--- config.mk ---
export PLATFORM = sky130hd
export DESIGN_NAME = regfile_wb_ctrl
export DESIGN_NICKNAME = d
export VERILOG_FILES = /design/src/rtl/regfile_wb_ctrl_pkg.sv /design/src/rtl/wb_rr_arbiter.sv /design/src/rtl/regfile_wb_ctrl.sv
export SDC_FILE = /design/constraint.sdc
export NUM_CORES = 1
export LEC_CHECK = 0
export BUFFER_PORTS_ARGS = -buffer_cell sky130_fd_sc_hd__buf_2
export CORE_ASPECT_RATIO = 0.8
export CORE_MARGIN = 2
export CORE_UTILIZATION = 24
export CTS_CLUSTER_DIAMETER = 30
export CTS_CLUSTER_SIZE = 16
export DETAILED_ROUTE_END_ITERATION = 7
export PLACE_DENSITY = 0.54
export SYNTH_ARGS = -nofsm -noshare
export SYNTH_HDL_FRONTEND = slang
export SYNTH_SLANG_ARGS = --single-unit
--- constraint.sdc ---
create_clock -name Clk -period 4.1 [get_ports Clk]
set_input_delay 0.82 -clock Clk [delete_from_list [all_inputs] [get_ports Clk]]
set_output_delay 0.82 -clock Clk [all_outputs]
set_load 0.01 [all_outputs]
--- src/rtl/regfile_wb_ctrl_pkg.sv ---
// Shared defaults for the register-file writeback controller.
// Data/address widths, register count, zero-register id, port tags.
package regfile_wb_ctrl_pkg;

  localparam int WB_DATA_W  = 64;
  localparam int WB_ADDR_W  = 5;
  localparam int WB_REG_NUM = 32;

  localparam logic [WB_ADDR_W-1:0] ZERO_REG = '0;

  // Round-robin pointer value: port that won the last contention.
  typedef enum logic {
    PORT_A = 1'b0,
    PORT_B = 1'b1
  } wb_port_e;

endpackage

--- src/rtl/wb_rr_arbiter.sv ---
// Two-way round-robin arbiter for the shared write port.
// Ports: Clk, Rst (async low), ReqA/ReqB in, GntA/GntB out (comb).
module wb_rr_arbiter
  import regfile_wb_ctrl_pkg::*;
(
  input  logic Clk,
  input  logic Rst,
  input  logic ReqA,
  input  logic ReqB,
  output logic GntA,
  output logic GntB
);

  wb_port_e lastWin;
  logic     both;

  assign both = ReqA && ReqB;

  always_comb begin
    GntA = 1'b0;
    GntB = 1'b0;
    unique case (1'b1)
      both: begin
        if (lastWin == PORT_B) begin
          GntA = 1'b1;
        end else begin
          GntB = 1'b1;
        end
      end
      (ReqA && !ReqB): GntA = 1'b1;
      (!ReqA && ReqB): GntB = 1'b1;
      default: ;
    endcase
  end

  // Pointer moves only on contention so a lone
  // requester never costs the other port its turn.
  always_ff @(posedge Clk or negedge Rst) begin
    if (!Rst) begin
      lastWin <= PORT_B;
    end else if (both) begin
      lastWin <= GntA ? PORT_A : PORT_B;
    end
  end

endmodule

--- src/rtl/regfile_wb_ctrl.sv ---
// Register-file write-port controller: arbitrates pipeline (A) and
// long-latency (B) writebacks, keeps the port-B busy scoreboard.
// Ports: A/B valid-ready writeback, Issue dispatch, Rs1/Rs2 hazard
// lookup, registered RdWrite* outputs to the register file.
module regfile_wb_ctrl
  import regfile_wb_ctrl_pkg::*;
#(
  parameter int DATA_W  = WB_DATA_W,
  parameter int ADDR_W  = WB_ADDR_W,
  parameter int REG_NUM = WB_REG_NUM
) (
  input  logic              Clk,
  input  logic              Rst,
  input  logic              AValid,
  input  logic [ADDR_W-1:0] AAddr,
  input  logic [DATA_W-1:0] AData,
  output logic              AReady,
  input  logic              BValid,
  input  logic [ADDR_W-1:0] BAddr,
  input  logic [DATA_W-1:0] BData,
  output logic              BReady,
  input  logic              IssueValid,
  input  logic [ADDR_W-1:0] IssueAddr,
  output logic              IssueReady,
  input  logic [ADDR_W-1:0] Rs1Addr,
  input  logic [ADDR_W-1:0] Rs2Addr,
  output logic              Rs1Busy,
  output logic              Rs2Busy,
  output logic              RdWriteEnable,
  output logic [ADDR_W-1:0] RdWriteAddr,
  output logic [DATA_W-1:0] RdWriteData
);

  localparam logic [ADDR_W-1:0] X0 = ADDR_W'(ZERO_REG);

  logic               gntA;
  logic               gntB;
  logic               anyGnt;
  logic [ADDR_W-1:0]  selAddr;
  logic [DATA_W-1:0]  selData;
  logic               selEn;
  logic [REG_NUM-1:0] busy;
  logic [REG_NUM-1:0] busyNext;
  logic               issueFire;

  wb_rr_arbiter uArb (
    .Clk  (Clk),
    .Rst  (Rst),
    .ReqA (AValid),
    .ReqB (BValid),
    .GntA (gntA),
    .GntB (gntB)
  );

  assign AReady = gntA;
  assign BReady = gntB;
  assign anyGnt = gntA || gntB;

  always_comb begin
    selAddr = RdWriteAddr;
    selData = RdWriteData;
    unique case (1'b1)
      gntA: begin
        selAddr = AAddr;
        selData = AData;
      end
      gntB: begin
        selAddr = BAddr;
        selData = BData;
      end
      default: ;
    endcase
  end

  // x0 writes are accepted but never reach the register file.
  assign selEn = anyGnt && (selAddr != X0);

  always_ff @(posedge Clk or negedge Rst) begin
    if (!Rst) begin
      RdWriteEnable <= 1'b0;
      RdWriteAddr   <= '0;
      RdWriteData   <= '0;
    end else begin
      RdWriteEnable <= selEn;
      if (anyGnt) begin
        RdWriteAddr <= selAddr;
        RdWriteData <= selData;
      end
    end
  end

  assign IssueReady = !busy[IssueAddr];
  assign issueFire  = IssueValid && IssueReady;

  // Clear first, then set, so a same-cycle issue to the
  // register B is retiring keeps it busy for the new op.
  always_comb begin
    busyNext = busy;
    if (gntB && (BAddr != X0)) begin
      busyNext[BAddr] = 1'b0;
    end
    if (issueFire && (IssueAddr != X0)) begin
      busyNext[IssueAddr] = 1'b1;
    end
    busyNext[0] = 1'b0;
  end

  always_ff @(posedge Clk or negedge Rst) begin
    if (!Rst) begin
      busy <= '0;
    end else begin
      busy <= busyNext;
    end
  end

  // Registered state only: a clear this cycle still reads busy.
  assign Rs1Busy = busy[Rs1Addr];
  assign Rs2Busy = busy[Rs2Addr];

endmodule

==> results.txt <==
Synth Warn # - 0
CTS tree - yes
fin cells - 1,115
period utilization - 81.4%
Worst EP arrival - 2520 ps
DRC Markers - 0
die area - 0.0259 mm²
Placer Congestion - 0.842
max_cap viols - 0
postcts setup bufs - 0
Pre-antenna DRT Iters - 5
ratio of cells with drive above 1 in the final layout - 44.2%
hold crit path type - in2async
Synth Net Count - 746
clk sinks - 102
WL/cell - 18.0 µm
Synth cell types - 49
DR vias/cell - 4.91
setup TNS - 0 ps
Cell Chain, Critical Path - buf_2 -> mux4_1 -> mux2_2 -> a221oi_1 -> buf_2
VDD IR-drop max - 0.000227 V
io pins - 233
Total Routing Usage GR - 15.2%
count of final setup violators - 0
hpwl dp - 14,300 µm
Period minus WS final - 3340 ps
CP Class - in2out
Synth top area share - 42.9%
Most used DFF post-synth - dfrtp_1
CP max FO - 11
vias in the first global route - 5,157
DRT Wirelength - 20,100 µm
Max Clock Freq - 300 MHz
Synth area leaders - dfrtp_1 43%, mux2_2 13%, nor2_1 8.6%
mapped cell area - 0.00590 mm²
initial core utilization - 24.3%
area grow syn2layout - 30.9%
Yosys top cell by area - dfrtp_1
worst rel slew slack - 51.3%
nets - 949
Clk pwr share - 29.5%
fill count - 2,545
Async SR Flop Fraction - 100%
Multi-input gate area - 0.00315 mm²
Clock Skews - 6.28 ps
clk_lat worst skew - 350 ps
Worst EP required - 3280 ps
power per cell area - 500 mW/mm²
Leakage Power - 3.38 nW
RSZ-0062 raised after global routing - false
CTS H-tree lvls - 3
switching share of total power - 32.8%
status - finished clean
endpoints failing hold - 0
initial DRC count - 354
hold_buf cts - 0
Core Footprint - 0.0242 mm²
Die Height - 144 µm
first-pass GRT wire length - 30,100 µm
PortBufs - 232
Routed Antenna Nets - 0
Seq/Total Area, Yosys - 43.3%
# rows - 51
Cells after Synth - 588
Yosys reg bits - 102
register area - 0.00255 mm²
cts bufs inserted - 9
Slowest Stage Delay on Critical Path - 600 ps
P_sw - 1.26 mW
detailed-route via count - 5,473
Critical Path Start Type - input port
Slowest cell on crit path - mux4_1
CTS root buf - clkbuf_16
die width - 179 µm
GRT overflow - 0
syn_area_per_cell - 10.0 µm²
slew at the pin with the worst max-slew slack - 731 ps
Cells after DPL - 1,098
share of total power in combinational logic - 32.1%
cts repair resizes - 0
number of max-slew violations in the final report - 0
Most Frequent Cell on Critical Path - buf_2
Clock Pin Slew Worst Setup and Hold Paths - 70 ps
Post-synth EDFFs - 0
Internal Power - 2.59 mW
initial antenna violation count - 2
Seq pwr share - 38.4%
CTS max path bufs - 2
CP Capture Type - output pin
largest net degree at the start of global routing - 60
[critical path: cells and delay by family]
kind,cells,cell delay [ps]
muxes,2,890
AOI/OAI and AO/OA,1,370
buffers and inverters,2,450
[cell usage in the layout, fill, tap and decap left out, drive strengths merged, types with 2 or more instances in the layout]
master  Yosys  layout
buf        21     237
nor2      135     135
dfrtp     101     101
mux2       70      70
o22ai      66      66
o21ai      48      48
mux4       19      19
nand3b     14      14
mux2i      11      11
nand2      11      11
clkbuf     24      10
nand3       7       7
nor3        5       5
bufinv      0       5
or3b        5       5
and2        4       4
or2         4       4
a22o        4       4
o31ai       4       4
nor3b       3       3
o41ai       2       2
inv         2       2
o22a        2       2
or3         2       2
nor4bb      2       2
o211ai      2       2
and4        2       2
a221o       2       2
[flip-flops by register name, indices dropped and copies added, names as in the netlist]
register	count
RdWriteAddr	5
RdWriteData	64
RdWriteEnable	1
busy	31
uArb.lastWin	1
[logic make-up (layout without fill, tap and decap cells)]
logic type	Yosys count	count (layout)	synth area share (%)
AND/OR/NAND/NOR	199	199	15.7
AO/OA/AOI/OAI	139	139	14.8
flip-flops	102	102	43.3
multiplexers	100	100	22.7
buffers and inverters	47	255	3.31
XOR/XNOR	1	1	0.149
other	0	1	0
[worst paths after layout]
path	end	from	slack, ps	depth (start not counted)
setup / recovery	IssueReady	IssueAddr[0]	760	5
hold / removal	busy[3]	Rst	470	1
setup reg to reg	RdWriteEnable	uArb.lastWin	1980	4
hold reg to reg	RdWriteAddr[4]	RdWriteAddr[4]	490	2
max in group asynchronous	uArb.lastWin	Rst	2810	2
min in group Clk	RdWriteAddr[4]	RdWriteAddr[4]	490	2
[metal layers]
metal	track usage (%)	part of all wire, %
met4	4.07	1.5
met3	5.02	8.6
met1	20.8	44
met2	22.9	46
met5	0	0.055
[through the flow]
step           instance area, µm²  util, %  power [mW]  hold WS, ps  setup WS, ps
2_1_floorplan                5900        -        2.23          481          1030
3_3_place_gp                 7330     30.2        2.74          467           843
3_5_place_dp                 7330     30.2        2.75          475           833
4_1_cts                      7720     31.8        3.92          489           815
5_1_grt                      7720     31.8        4.10          516           714
6_report                     7720     31.8        3.86          469           763
[cell usage after synthesis (3+ instances only)]
cell type	number
buf_2	9
mux2_2	70
dfrtp_1	101
mux4_2	15
o22ai_1	65
mux4_1	4
nand2_1	11
nand3b_1	14
o31ai_1	4
and2_1	4
or2_2	4
or3b_2	4
buf_1	11
nor3b_1	3
clkbuf_1	24
nor2_1	135
nand3_1	7
o21ai_1	4
nor3_1	5
a22o_1	4
mux2i_1	11
o21ai_0	44
[power groups by stage]
stage / clock [mW] / combinational [mW] / sequential, mW
2_1_floorplan: 0 / 0.707 / 1.52
3_3_place_gp: 0 / 1.24 / 1.50
3_5_place_dp: 0 / 1.25 / 1.49
4_1_cts: 1.18 / 1.25 / 1.48
5_1_grt: 1.22 / 1.37 / 1.52
6_report: 1.14 / 1.24 / 1.48
[area by class of cell]
| class | count | area share, % |
|---|---|---|
| clock inverter | 6 | 2.04 |
| tap | 318 | 5.15 |
| multi-input combinational | 439 | 40.9 |
| inverter | 2 | 0.0973 |
| sequential | 102 | 33.1 |
| timing repair buffer | 237 | 15.8 |
| clock buffer | 10 | 2.97 |
| antenna | 1 | 0.0324 |
No activity file was read; power rests on OpenSTA's default activity.
